`src/rtl/ysyx_24080006_counter_ctrl.sv`:
```
// Bus-side controller for a 64-bit counter: 32-bit register window, tear-free
// snapshot read of the high half, prescaled increment enable and compare interrupt.
module ysyx_24080006_counter_ctrl #(
    parameter int unsigned PRESCALE = 1
) (
    input  logic        clock,
    input  logic        reset,
    input  logic        req_valid,
    output logic        req_ready,
    input  logic        req_we,
    input  logic [4:0]  req_addr,
    input  logic [31:0] req_wdata,
    output logic        rsp_valid,
    input  logic        rsp_ready,
    output logic [31:0] rsp_rdata,
    output logic        rsp_err,
    output logic        counter_incr_en,
    output logic        counter_high_we,
    output logic        counter_low_we,
    output logic [31:0] counter_wdata,
    input  logic [31:0] counter_high_rdata,
    input  logic [31:0] counter_low_rdata,
    output logic        timer_irq
);

    localparam logic [15:0] PRESC_LAST = 16'(PRESCALE - 32'd1);
    localparam logic [2:0]  SEL_CNT_LO = 3'd0;
    localparam logic [2:0]  SEL_CNT_HI = 3'd1;
    localparam logic [2:0]  SEL_CMP_LO = 3'd2;
    localparam logic [2:0]  SEL_CMP_HI = 3'd3;
    localparam logic [2:0]  SEL_CTRL   = 3'd4;

    typedef enum logic {
        IDLE = 1'b0,
        RESP = 1'b1
    } state_t;

    state_t      state_r;
    state_t      state_next_s;
    logic        en_r;
    logic        irq_en_r;
    logic [63:0] cmp_r;
    logic        snap_valid_r;
    logic [31:0] snap_hi_r;
    logic [15:0] presc_r;
    logic [31:0] rdata_r;
    logic        err_r;
    logic        irq_r;

    logic        accept_s;
    logic        addr_ok_s;
    logic        wr_s;
    logic        rd_s;
    logic [2:0]  sel_s;
    logic [31:0] rd_data_s;
    logic [63:0] count_s;

    assign sel_s   = req_addr[4:2];
    assign count_s = {counter_high_rdata, counter_low_rdata};

    // Request decode; a request coinciding with reset is never accepted
    always_comb begin
        accept_s  = (state_r == IDLE) && req_valid && !reset;
        addr_ok_s = (req_addr[1:0] == 2'b00) && (req_addr <= 5'h10);
        wr_s      = accept_s && addr_ok_s && req_we;
        rd_s      = accept_s && addr_ok_s && !req_we;
    end

    // Read data mux; CNT_HI prefers the snapshot taken by the last CNT_LO read
    always_comb begin
        case (sel_s)
            SEL_CNT_LO: rd_data_s = counter_low_rdata;
            SEL_CNT_HI: rd_data_s = snap_valid_r ? snap_hi_r : counter_high_rdata;
            SEL_CMP_LO: rd_data_s = cmp_r[31:0];
            SEL_CMP_HI: rd_data_s = cmp_r[63:32];
            SEL_CTRL:   rd_data_s = {30'd0, irq_en_r, en_r};
            default:    rd_data_s = 32'h0000_0000;
        endcase
    end

    // FSM state register
    always_ff @(posedge clock) begin
        if (reset) begin
            state_r <= IDLE;
        end else begin
            state_r <= state_next_s;
        end
    end

    // FSM next-state logic
    always_comb begin
        case (state_r)
            IDLE: begin
                if (accept_s) state_next_s = RESP;
                else          state_next_s = IDLE;
            end
            RESP: begin
                if (rsp_ready) state_next_s = IDLE;
                else           state_next_s = RESP;
            end
            default: state_next_s = IDLE;
        endcase
    end

    // FSM outputs and counter write strobes (strobes only in the accepting cycle)
    always_comb begin
        req_ready       = (state_r == IDLE);
        rsp_valid       = (state_r == RESP);
        counter_low_we  = wr_s && (sel_s == SEL_CNT_LO);
        counter_high_we = wr_s && (sel_s == SEL_CNT_HI);
        counter_wdata   = req_wdata;
    end

    assign rsp_rdata       = rdata_r;
    assign rsp_err         = err_r;
    assign timer_irq       = irq_r;
    assign counter_incr_en = en_r && (presc_r == PRESC_LAST);

    // Response registers, captured at acceptance and held through RESP
    always_ff @(posedge clock) begin
        if (reset) begin
            rdata_r <= 32'h0000_0000;
            err_r   <= 1'b0;
        end else if (accept_s) begin
            err_r   <= !addr_ok_s;
            rdata_r <= rd_s ? rd_data_s : 32'h0000_0000;
        end
    end

    // CTRL and compare registers
    always_ff @(posedge clock) begin
        if (reset) begin
            en_r     <= 1'b0;
            irq_en_r <= 1'b0;
            cmp_r    <= {64{1'b1}};
        end else if (wr_s) begin
            case (sel_s)
                SEL_CMP_LO: cmp_r[31:0]  <= req_wdata;
                SEL_CMP_HI: cmp_r[63:32] <= req_wdata;
                SEL_CTRL: begin
                    en_r     <= req_wdata[0];
                    irq_en_r <= req_wdata[1];
                end
                default: begin
                end
            endcase
        end
    end

    // High-half snapshot: set by a CNT_LO read, consumed by CNT_HI, dropped by counter writes
    always_ff @(posedge clock) begin
        if (reset) begin
            snap_hi_r    <= 32'h0000_0000;
            snap_valid_r <= 1'b0;
        end else if (rd_s && (sel_s == SEL_CNT_LO)) begin
            snap_hi_r    <= counter_high_rdata;
            snap_valid_r <= 1'b1;
        end else if ((rd_s || wr_s) && (sel_s == SEL_CNT_HI)) begin
            snap_valid_r <= 1'b0;
        end else if (wr_s && (sel_s == SEL_CNT_LO)) begin
            snap_valid_r <= 1'b0;
        end
    end

    // Prescaler: counts 0..PRESCALE-1 while enabled, parked at 0 otherwise
    always_ff @(posedge clock) begin
        if (reset || !en_r) begin
            presc_r <= 16'd0;
        end else if (presc_r == PRESC_LAST) begin
            presc_r <= 16'd0;
        end else begin
            presc_r <= presc_r + 16'd1;
        end
    end

    // Level compare interrupt, registered one cycle behind the counter
    always_ff @(posedge clock) begin
        if (reset) begin
            irq_r <= 1'b0;
        end else begin
            irq_r <= irq_en_r && (count_s >= cmp_r);
        end
    end

endmodule

```
`config.mk`:
```
export PLATFORM = sky130hd
export DESIGN_NAME = ysyx_24080006_counter_ctrl
export DESIGN_NICKNAME = d
export VERILOG_FILES = /design/src/rtl/ysyx_24080006_counter_ctrl.sv
export SDC_FILE = /design/constraint.sdc
export NUM_CORES = 1
export LEC_CHECK = 0
export BUFFER_PORTS_ARGS = -buffer_cell sky130_fd_sc_hd__buf_2
export CAP_MARGIN = 0
export CORE_AREA = 2 2 132 134
export CTS_CLUSTER_DIAMETER = 40
export DETAILED_ROUTE_END_ITERATION = 8
export DIE_AREA = 0 0 134 136
export PLACE_DENSITY = 0.76
export SETUP_SLACK_MARGIN = 0.05
export SLEW_MARGIN = 20
export SYNTH_ARGS = -nofsm -noshare
export SYNTH_HDL_FRONTEND = slang
export SYNTH_SLANG_ARGS = --single-unit
```
`constraint.sdc`:
```
create_clock -name clock -period 1.65 [get_ports clock]
set_input_delay 0 -clock clock [delete_from_list [all_inputs] [get_ports clock]]
set_output_delay 0 -clock clock [all_outputs]
set_load 0.05 [all_outputs]
```
---- Word level (Yosys, flattened, before mapping) ----
Cells that the tools add are included.
W data, S select, Z words.
storage, ports and cells
  register bits ........................... 150
  bits of input ports ..................... 106
  output and inout port bits .............. 71
  word-level logic and storage cells ...... 54
operators by class
  add/subtract/negate cells ............... 1
  order comparisons ....................... 2
  equal/unequal tests ..................... 4
  multiplexer cells ....................... 9
  bitwise gates (word level) .............. 1
  reduce and logical (&&, ||, !) cells .... 26
operators by type and width
  cell                     count
  $pmux W32 S5             1
  $ge A64 B64 Y1           1
  $mux W32                 2
  $add A16 B1 Y16 const B  1
  $logic_not A16 Y1        1
  $logic_and A1 B1 Y1      12
  $eq A3 B2 Y1 const B     2
  $reduce_and A2 Y1        3
  $le A5 B5 Y1 const B     1
  $mux W1                  5
  $logic_not A1 Y1         4
  $eq A3 B1 Y1 const B     1
  $eq A3 B3 Y1 const B     1
  $logic_not A3 Y1         1
  $reduce_bool A3 Y1       1
  $logic_not A2 Y1         1
  $logic_or A1 B1 Y1       2
  $pmux W1 S2              1
  $reduce_or A2 Y1         1
  $not A1 Y1               1

---- Longest topological paths before layout ----
Gate-level depths: netlist (run 1).
  depth after elaboration ................. 9
  gate-level depth with buffers ........... 10
  mapped depth without buffers ............ 8

---- Worst setup path before layout (run 1) ----
No wires, ideal clock.
  kind .................................... flip-flop to flip-flop
  start point ............................. register state_r, in the netlist rsp_valid
  end point ............................... register snap_hi_r[2]
  library setup time ...................... 136 ps
  arrival time ............................ 1,799 ps
  data required time ...................... 1,514 ps
  slack ................................... -286 ps
  stages on the path, launching flop included .. 10
  path buffers ............................ 3
  period minus slack after synthesis ...... 1,936 ps
  cells stage by stage .................... dfxtp_1 -> nor2b_1 -> and3_4 -> and2b_1 -> buf_4 -> and2_1 -> buf_4 -> buf_8 -> nand2_2 -> a21oi_2
on the way
  word-level cells in the longest chain between the ends .. 6
ends and longest elaborated chain
  element                            line  source
  start: declaration                 38    state_t state_r;
  start signal: assignment           86    state_r <= state_next_s;
  $not A1 Y1                         n/a
  $logic_and A1 B1 Y1 (2 in series)  63    accept_s = (state_r == IDLE) && req_valid && !reset;
  $logic_and A1 B1 Y1 (2 in series)  66    rd_s = accept_s && addr_ok_s && !req_we;
  $logic_and A1 B1 Y1                155   end else if (rd_s && (sel_s == SEL_CNT_LO)) begin
  end signal: assignment             156   snap_hi_r <= counter_high_rdata;
  end: declaration                   44    logic [31:0] snap_hi_r;
No other way between the ends.
A chain may end at the register's enable or synchronous reset.

---- Final worst setup path (run 1) ----
  start point ............................. register cmp_r[23]
  end point ............................... register irq_r, in the netlist timer_irq
on the way
  word-level cells in the longest chain between the ends .. 2
ends and longest elaborated chain
  element                   line  source
  start: declaration        42    logic [63:0] cmp_r;
  start signal: assignment  135   cmp_r <= {64{1'b1}};
  start signal: assignment  138   SEL_CMP_LO: cmp_r[31:0] <= req_wdata;
  $ge A64 B64 Y1            181   irq_r <= irq_en_r && (count_s >= cmp_r);
  $logic_and A1 B1 Y1       181
  end signal: assignment    181
  end: declaration          48    logic irq_r;
No other way between the ends.

==> run_results.csv, run 1 <==
group,metric,value,unit
status,status,"complete, but fails checks",
status,violations,"DRC, setup timing",
critical_path,cp.arrival,2.50,ns
clocking,numCtsBuffers,17,
clocking,cts_tree,"built",
global_routing,antenna_found_initial,0,
timing,relSlewSlack,50.49,%
pwr,p_leak,5.760,nW
layout,final_cell_count_no_fill,1504,
floorplan,die_x,134,µm
clocking,clock_latency,0.45,ns
timing,setup_slack,-0.5384,ns
critical_path,cp-end-kind,"register",
timing,worst_slew_pin_slew,0.7426,ns
timing,drv_slew,0,
layout,n_fill_cell,1080,
synth,ys_seq_area_share,36.12,%
synth,synth_edf_count,0,
synth,ys.flop_type,"dfxtp_1",
critical_path,cp_max_fo,2,
routing,ant_nets,0,
critical_path,worstReg2RegEnd,"timer_irq",
routing,dr.first_iter.drc_count,1045,
global_routing,overflow,0,
worst_hold_path,whs_path_depth,4,
clocking,cts.sinks,150,
synth,yosysUniqueCellTypes,54,
floorplan,rows,48,
place,dpl_worst_slack,-0.4071,ns
synth,synth_area,8313,µm²
routing,routedWlPerCell,20.77,µm
place,gp_congestion,0.8514,
synth,synthesis.instances,991,
worst_hold_path,holdPathEnd,"rsp_rdata[3]",
synth,ys_seq_elements,150,
pwr,powerDensity,705.6,nW/µm²
place,portBuffers,176,
routing,drt-total-wl,31230,µm
clocking,clk_pin_slew_worst_paths,0.06,ns
timing,fin_crit,2.188,ns
job,drv_cap,0,
global_routing,grt.total_usage,28.73,%
timing,hold_viol,0,
routing,routed_via_density,5.926,
timing,clock.fmax,457.0,MHz
timing,tns,-2.833,ns
synth,async_flop_share,0,%
global_routing,grt_pass1_wl,40850,µm
layout,syn_to_final_growth,51.75,%
global_routing,grt_start_max_net_pins,136,
timing,rsz0062_at_grt,"yes",
floorplan,start_util,49.26,%
floorplan,die_height,136,µm
floorplan,die_area,18220,µm²
worst_hold_path,hp-start,"counter_low_rdata[3]",
critical_path,startpoint_type,"register",
routing,firstDrtPassIters,7,
clocking,cts_buffer_depth,2,
layout,nets,1440,
critical_path,r2r-start,"cmp_r[23]",
routing,vias,8913,
synth,synth_nets,1163,
critical_path,path_class,"register to register",
critical_path,reg2reg_depth,8,
clocking,h-tree-depth,4,
layout,multi_input_area,5435,µm²
layout,antenna_cells,0,
floorplan,pin_count,177,
synth,syn_avg_cell_area,8.388,µm²
floorplan,design.core.area,16880,µm²
timing,fin_crit_sh,132.6,%
pwr,ir_drop,749.2,µV
layout,drive_above_1_share,41.28,%
layout,final_cell_mix,"buf_2 (172), dfxtp_1 (134), nand2_1 (85), dlygate4sd3_1 (78), a211o_1 (64)",
critical_path,reg2reg_slack,-0.54,ns
worst_hold_path,hold_path_class,"input port to register",
global_routing,grt_pass1_vias,8188,
routing,drc,2,
pwr,p_total,8.900,mW
place,dp.cells,1357,
clocking,root_buffer,"clkbuf_16",
timing,clock_skew,0.01248,ns
timing,setup_viol,65,
layout,final_common_cell,"buf_2",
synth,ys_warn_count,0,
critical_path,crit_required,1.96,ns
place,hpwl,16230,µm
layout,regArea,3028,µm²
power breakdown:
group	switching (mW)	internal, mW
clock network	1.56	2.51
registers	0.00938	3.63
logic	0.724	0.468
total	2.29	6.61
worst max-delay path by stage:
stage,start,endpoint,slack [ns]
floorplan,cmp_r[9],timer_irq,-0.03
global placement,cmp_r[0],timer_irq,-0.26
detailed placement,cmp_r[0],timer_irq,-0.41
CTS,cmp_r[0],timer_irq,-0.34
global route,cmp_r[26],timer_irq,-0.53
finish,cmp_r[23],timer_irq,-0.54
timing repair:
action	in CTS	in global routing
pin swaps	15	143
buffers inserted	6	16
hold buffers	78	0
endpoints found under the hold margin	111	0
gates resized for setup	51	238
cloned	5	15
setup endpoints to repair	71	148
area by class of cell:
type | instances | area share (%)
well taps | 225 | 2.232
clock buffers | 21 | 3.809
inverters | 71 | 2.133
multi-input cells | 674 | 43.09
repair buffers | 354 | 23.75
clock inverters | 9 | 0.9919
flip-flops and latches | 150 | 24.00
routing by layer:
metal / vias up / wire length (µm) / track usage (%)
li1: 4026 / - / -
met3: 156 / 2636 / 5.406
met5: - / 0 / 0
met4: 0 / 1630 / 13.48
met1: 4190 / 12160 / 34.94
met2: 541 / 14800 / 49.20
Yosys cell counts, types with 33 or more instances:
cell      instances  area share [%]
dfxtp_1         150              36
nor2_1          126             5.7
nand2_1         109             4.9
inv_1            71             3.2
ha_1             66             9.9
a211o_1          64             6.7
a21oi_1          48             2.9
o21ai_0          42             2.5
buf_4            39             3.5
clkbuf_1         34             1.5
a22oi_1          33             3.0
mux2i_1          33             4.0
stage by stage:
stage / utilization (%) / hold slack [ns] / instance area (µm²)
finish: 74.75 / 0.02281 / 12610
global route: 74.75 / 0.04017 / 12610
CTS: 67.33 / 0.008724 / 11360
detailed placement: 56.92 / 0.1840 / 9605
global placement: 56.92 / 0.1836 / 9605
floorplan: - / 0.08982 / 8418
critical path: stages (launching register included):
cell	delay (ns)
dfxtp_1	0.34
inv_1	0.08
ha_1	0.33
a21oi_1	0.20
o21ai_0	0.14
a221oi_2	0.33
o22ai_1	0.16
a311oi_1	0.34
o31ai_1	0.14
cell families after synthesis:
| group | Yosys count | synth area share [%] |
|---|---|---|
| AND/OR/NAND/NOR | 309 | 16.42 |
| XOR/XNOR | 13 | 1.370 |
| multiplexers | 33 | 3.974 |
| AO/OA/AOI/OAI | 253 | 22.19 |
| buffers and inverters | 167 | 9.994 |
| adder cells (fa/ha/maj) | 66 | 9.934 |
| flip-flops | 150 | 36.12 |
flip-flops by register name, indices dropped and copies added, names as in the netlist:
| register | count |
|---|---|
| en_r | 1 |
| snap_valid_r | 1 |
| cmp_r | 64 |
| rsp_rdata | 32 |
| irq_en_r | 1 |
| rsp_err | 1 |
| snap_hi_r | 32 |
| presc_r | 16 |
| rsp_valid | 1 |
| timer_irq | 1 |
No activity file was read; power rests on OpenSTA's default activity.
==> inputs of run 2 (changes only) <==
--- a/config.mk
+++ b/config.mk
@@ -5,13 +5,14 @@
 export SDC_FILE = /design/constraint.sdc
 export NUM_CORES = 1
 export LEC_CHECK = 0
+export ABC_AREA = 1
 export BUFFER_PORTS_ARGS = -buffer_cell sky130_fd_sc_hd__buf_2
 export CAP_MARGIN = 0
-export CORE_AREA = 2 2 132 134
+export CORE_AREA = 2 2 136 138
 export CTS_CLUSTER_DIAMETER = 40
 export DETAILED_ROUTE_END_ITERATION = 8
-export DIE_AREA = 0 0 134 136
-export PLACE_DENSITY = 0.76
+export DIE_AREA = 0 0 138 140
+export PLACE_DENSITY = 0.75
 export SETUP_SLACK_MARGIN = 0.05
 export SLEW_MARGIN = 20
 export SYNTH_ARGS = -nofsm -noshare
==> run 2 against run 1 <==
Against the previous run: the flow finishes with violations (setup timing); sequential cell count did not move; cell count rose by 12%; register-to-register slack improved by 0.50 ns; sequential share of layout area fell by 0.57 points; synthesized cell count rose by 19%; sequential power barely moved; highest routed layer unchanged.
==> run_results.csv, run 2 <==
group,metric,value,unit
synth,synth_edf_count,0,
pwr,p_clk_share,45.4,%
synth,ys_seq_area_share,34.37,%
routing,drt-total-wl,30590,µm
global_routing,grt.total_usage,26.54,%
synth,synthesis.instances,1181,
pwr,switchingPower,2.335,mW
place,hpwl,16560,µm
routing,drc,0,
clocking,cts.sinks,150,
layout,final_cell_count_no_fill,1691,
floorplan,design.core.area,17780,µm²
place,placed_area,9673,µm²
critical_path,startpoint_type,"register",
timing,hold_viol,0,
routing,dr.first_iter.drc_count,854,
synth,synth.area.top_cells,"dfxtp_1 (34%), nand2_1 (11%), ha_1 (9.5%)",
clocking,cts_buffer_depth,2,
worst_hold_path,hp-start,"counter_low_rdata[15]",
pwr,powerDensity,697.7,nW/µm²
layout,final_cell_mix,"nand2_1 (222), buf_2 (172), dfxtp_1 (135), inv_1 (130), dlygate4sd3_1 (91)",
clocking,numCtsBuffers,17,
routing,vias,9461,
place,dp.cells,1521,
layout,multi_input_area,5418,µm²
timing,clock_skew,0.01249,ns
critical_path,reg2reg_slack,-0.04,ns
clocking,clock_latency,0.43,ns
synth,syn_avg_cell_area,7.397,µm²
layout,fin_area,12890,µm²
pwr,p_comb_share,14.1,%
synth,ys.flop_type,"dfxtp_1",
layout,largest_reg_flops,64,
global_routing,overflow,0,
place,gp_congestion,0.8513,
layout,syn_to_final_growth,47.58,%
pwr,switching_share,25.96,%
synth,synth_commonest_cells,"nand2_1 (260), dfxtp_1 (150), inv_1 (139)",
pwr,internal_power,6.661,mW
critical_path,r2r-start,"rsp_valid",
timing,worst_slew_pin_slew,0.8772,ns
critical_path,worstReg2RegEnd,"snap_hi_r[6]",
clocking,clk_pin_slew_worst_paths,0.07,ns
floorplan,die_height,140,µm
global_routing,antenna_found_initial,1,
layout,final_common_cell,"nand2_1",
timing,fin_crit,1.869,ns
place,dpl_worst_slack,-0.05089,ns
synth,synth.top_cell.area_share,34.37,%
synth,synth_area,8736,µm²
status,violations,"setup timing",
timing,setup_slack,-0.2186,ns
timing,fin_crit_sh,113.3,%
floorplan,die_area,19320,µm²
routing,ant_nets,0,
global_routing,grt_start_max_net_pins,130,
timing,relSlewSlack,41.52,%
place,portBuffers,176,
global_routing,grt_pass1_wl,41920,µm
critical_path,cp_max_fo,2,
pwr,ir_drop,1023,µV
synth,ys_seq_elements,150,
pwr,pwr-share-seq,40.5,%
critical_path,cp.arrival,1.87,ns
routing,firstDrtPassIters,5,
synth,yosysUniqueCellTypes,37,
layout,top_register,"cmp_r",
synth,ys_warn_count,0,
floorplan,rows,49,
critical_path,reg2reg_depth,11,
pwr,p_leak,5.808,nW
clocking,root_buffer,"clkbuf_16",
routing,routed_via_density,5.595,
job,drv_cap,0,
critical_path,cp-end-kind,"output port",
status,status,"complete, but fails checks",
worst_hold_path,holdPathEnd,"rsp_rdata[15]",
critical_path,crit_required,1.65,ns
layout,drive_above_1_share,36.23,%
floorplan,pin_count,177,
synth,yosysMostFrequentCell,"nand2_1",
layout,final_util,72.51,%
floorplan,die_x,138,µm
global_routing,grt_pass1_vias,8523,
floorplan,start_util,49.13,%
layout,n_fill_cell,1269,
timing,setup_viol,25,
worst_hold_path,hold_path_class,"input port to register",
clocking,cts_tree,"built",
layout,regArea,3022,µm²
timing,holdWs,0.01715,ns
timing,clock.fmax,535.1,MHz
worst_hold_path,whs_path_depth,5,
synth,synth_area_leader_cell,"dfxtp_1",
pwr,p_total,8.995,mW
routing,routedWlPerCell,18.09,µm
layout,nets,1621,
timing,rsz0062_at_grt,"yes",
synth,synth_nets,1353,
clocking,h-tree-depth,4,
synth,async_flop_share,0,%
critical_path,path_class,"register to output port",
timing,tns,-0.7370,ns
timing,drv_slew,0,
-- run 2: cell types whose count changed in the layout (fill, tap and decap cells not counted), sizes merged, moves of 26 or more --
cell,before,now
a211o,64,0
nor2,126,71
nand3,13,47
a221o,30,0
mux2i,33,0
o21ai,43,110
buf,262,236
o2111ai,0,30
nand2,119,265
a21oi,58,140
inv,71,143
-- run 2: how the worst max path moves through the flow --
stage                     startpoint         endpoint  slack, ns  cells after the start
after floorplan            rsp_valid  counter_high_we      0.002                      7
after global placement     cmp_r[63]        timer_irq       0.02                     10
after detailed placement   cmp_r[63]        timer_irq      -0.05                     10
after CTS                 presc_r[0]  counter_incr_en      -0.19                      8
after global routing      presc_r[0]  counter_incr_en      -0.33                      8
final                     presc_r[0]  counter_incr_en      -0.22                      8
-- run 2: timing repair --
item	in CTS	in global routing
gates resized for setup	67	223
pin swaps	31	74
setup buffers	13	15
hold buffers	90	1
hold endpoints to repair	124	1
gates cloned	3	18
endpoints found under the setup margin	25	134
-- run 2: worst max-delay path: stages (launching register included) --
cell	delay [ns]
dfxtp_2	0.33
buf_6	0.11
inv_4	0.04
ha_4	0.10
nand4_1	0.09
nor4_2	0.23
nand3_1	0.16
nor2_2	0.20
buf_6	0.18
-- run 2: logic make-up (layout without fill, tap and decap cells) --
logic type,Yosys count,after routing,synth area share (%)
buffers and inverters,239,518,13.33
AOI/OAI and AO/OA,319,319,21.88
DFF,150,150,34.37
adders and majority gates,66,66,9.453
xor gates and xnor gates,1,1,0.1003
and+or+nand+nor,406,406,20.85
other,0,2,0
-- run 2: layer usage --
layer / track usage, % / vias up / wire length [µm]
met2: 45.54 / 416 / 15150
li1: - / 4448 / -
met5: 0 / - / 0
met3: 5.778 / 95 / 1811
met1: 32.35 / 4502 / 12480
met4: 11.06 / 0 / 1147
-- run 2: layout make-up --
type	count	area share, %
timing repair inverter	2	0.2523
inverter	145	4.542
sequential	150	23.44
clock buffer	20	3.465
clock inverter	10	1.203
multi-input combinational	792	42.02
tap	229	2.222
antenna	2	0.03882
timing repair buffer	341	22.82
-- run 2: power groups by stage --
| stage | Combinational [mW] | Clock (mW) | Sequential [mW] |
|---|---|---|---|
| 2_1_floorplan | 0.589 | 0 | 3.75 |
| 3_3_place_gp | 0.937 | 0 | 3.72 |
| 3_5_place_dp | 0.944 | 0 | 3.72 |
| 4_1_cts | 1.14 | 4.10 | 3.64 |
| 5_1_grt | 1.35 | 4.26 | 3.64 |
| 6_report | 1.27 | 4.08 | 3.64 |
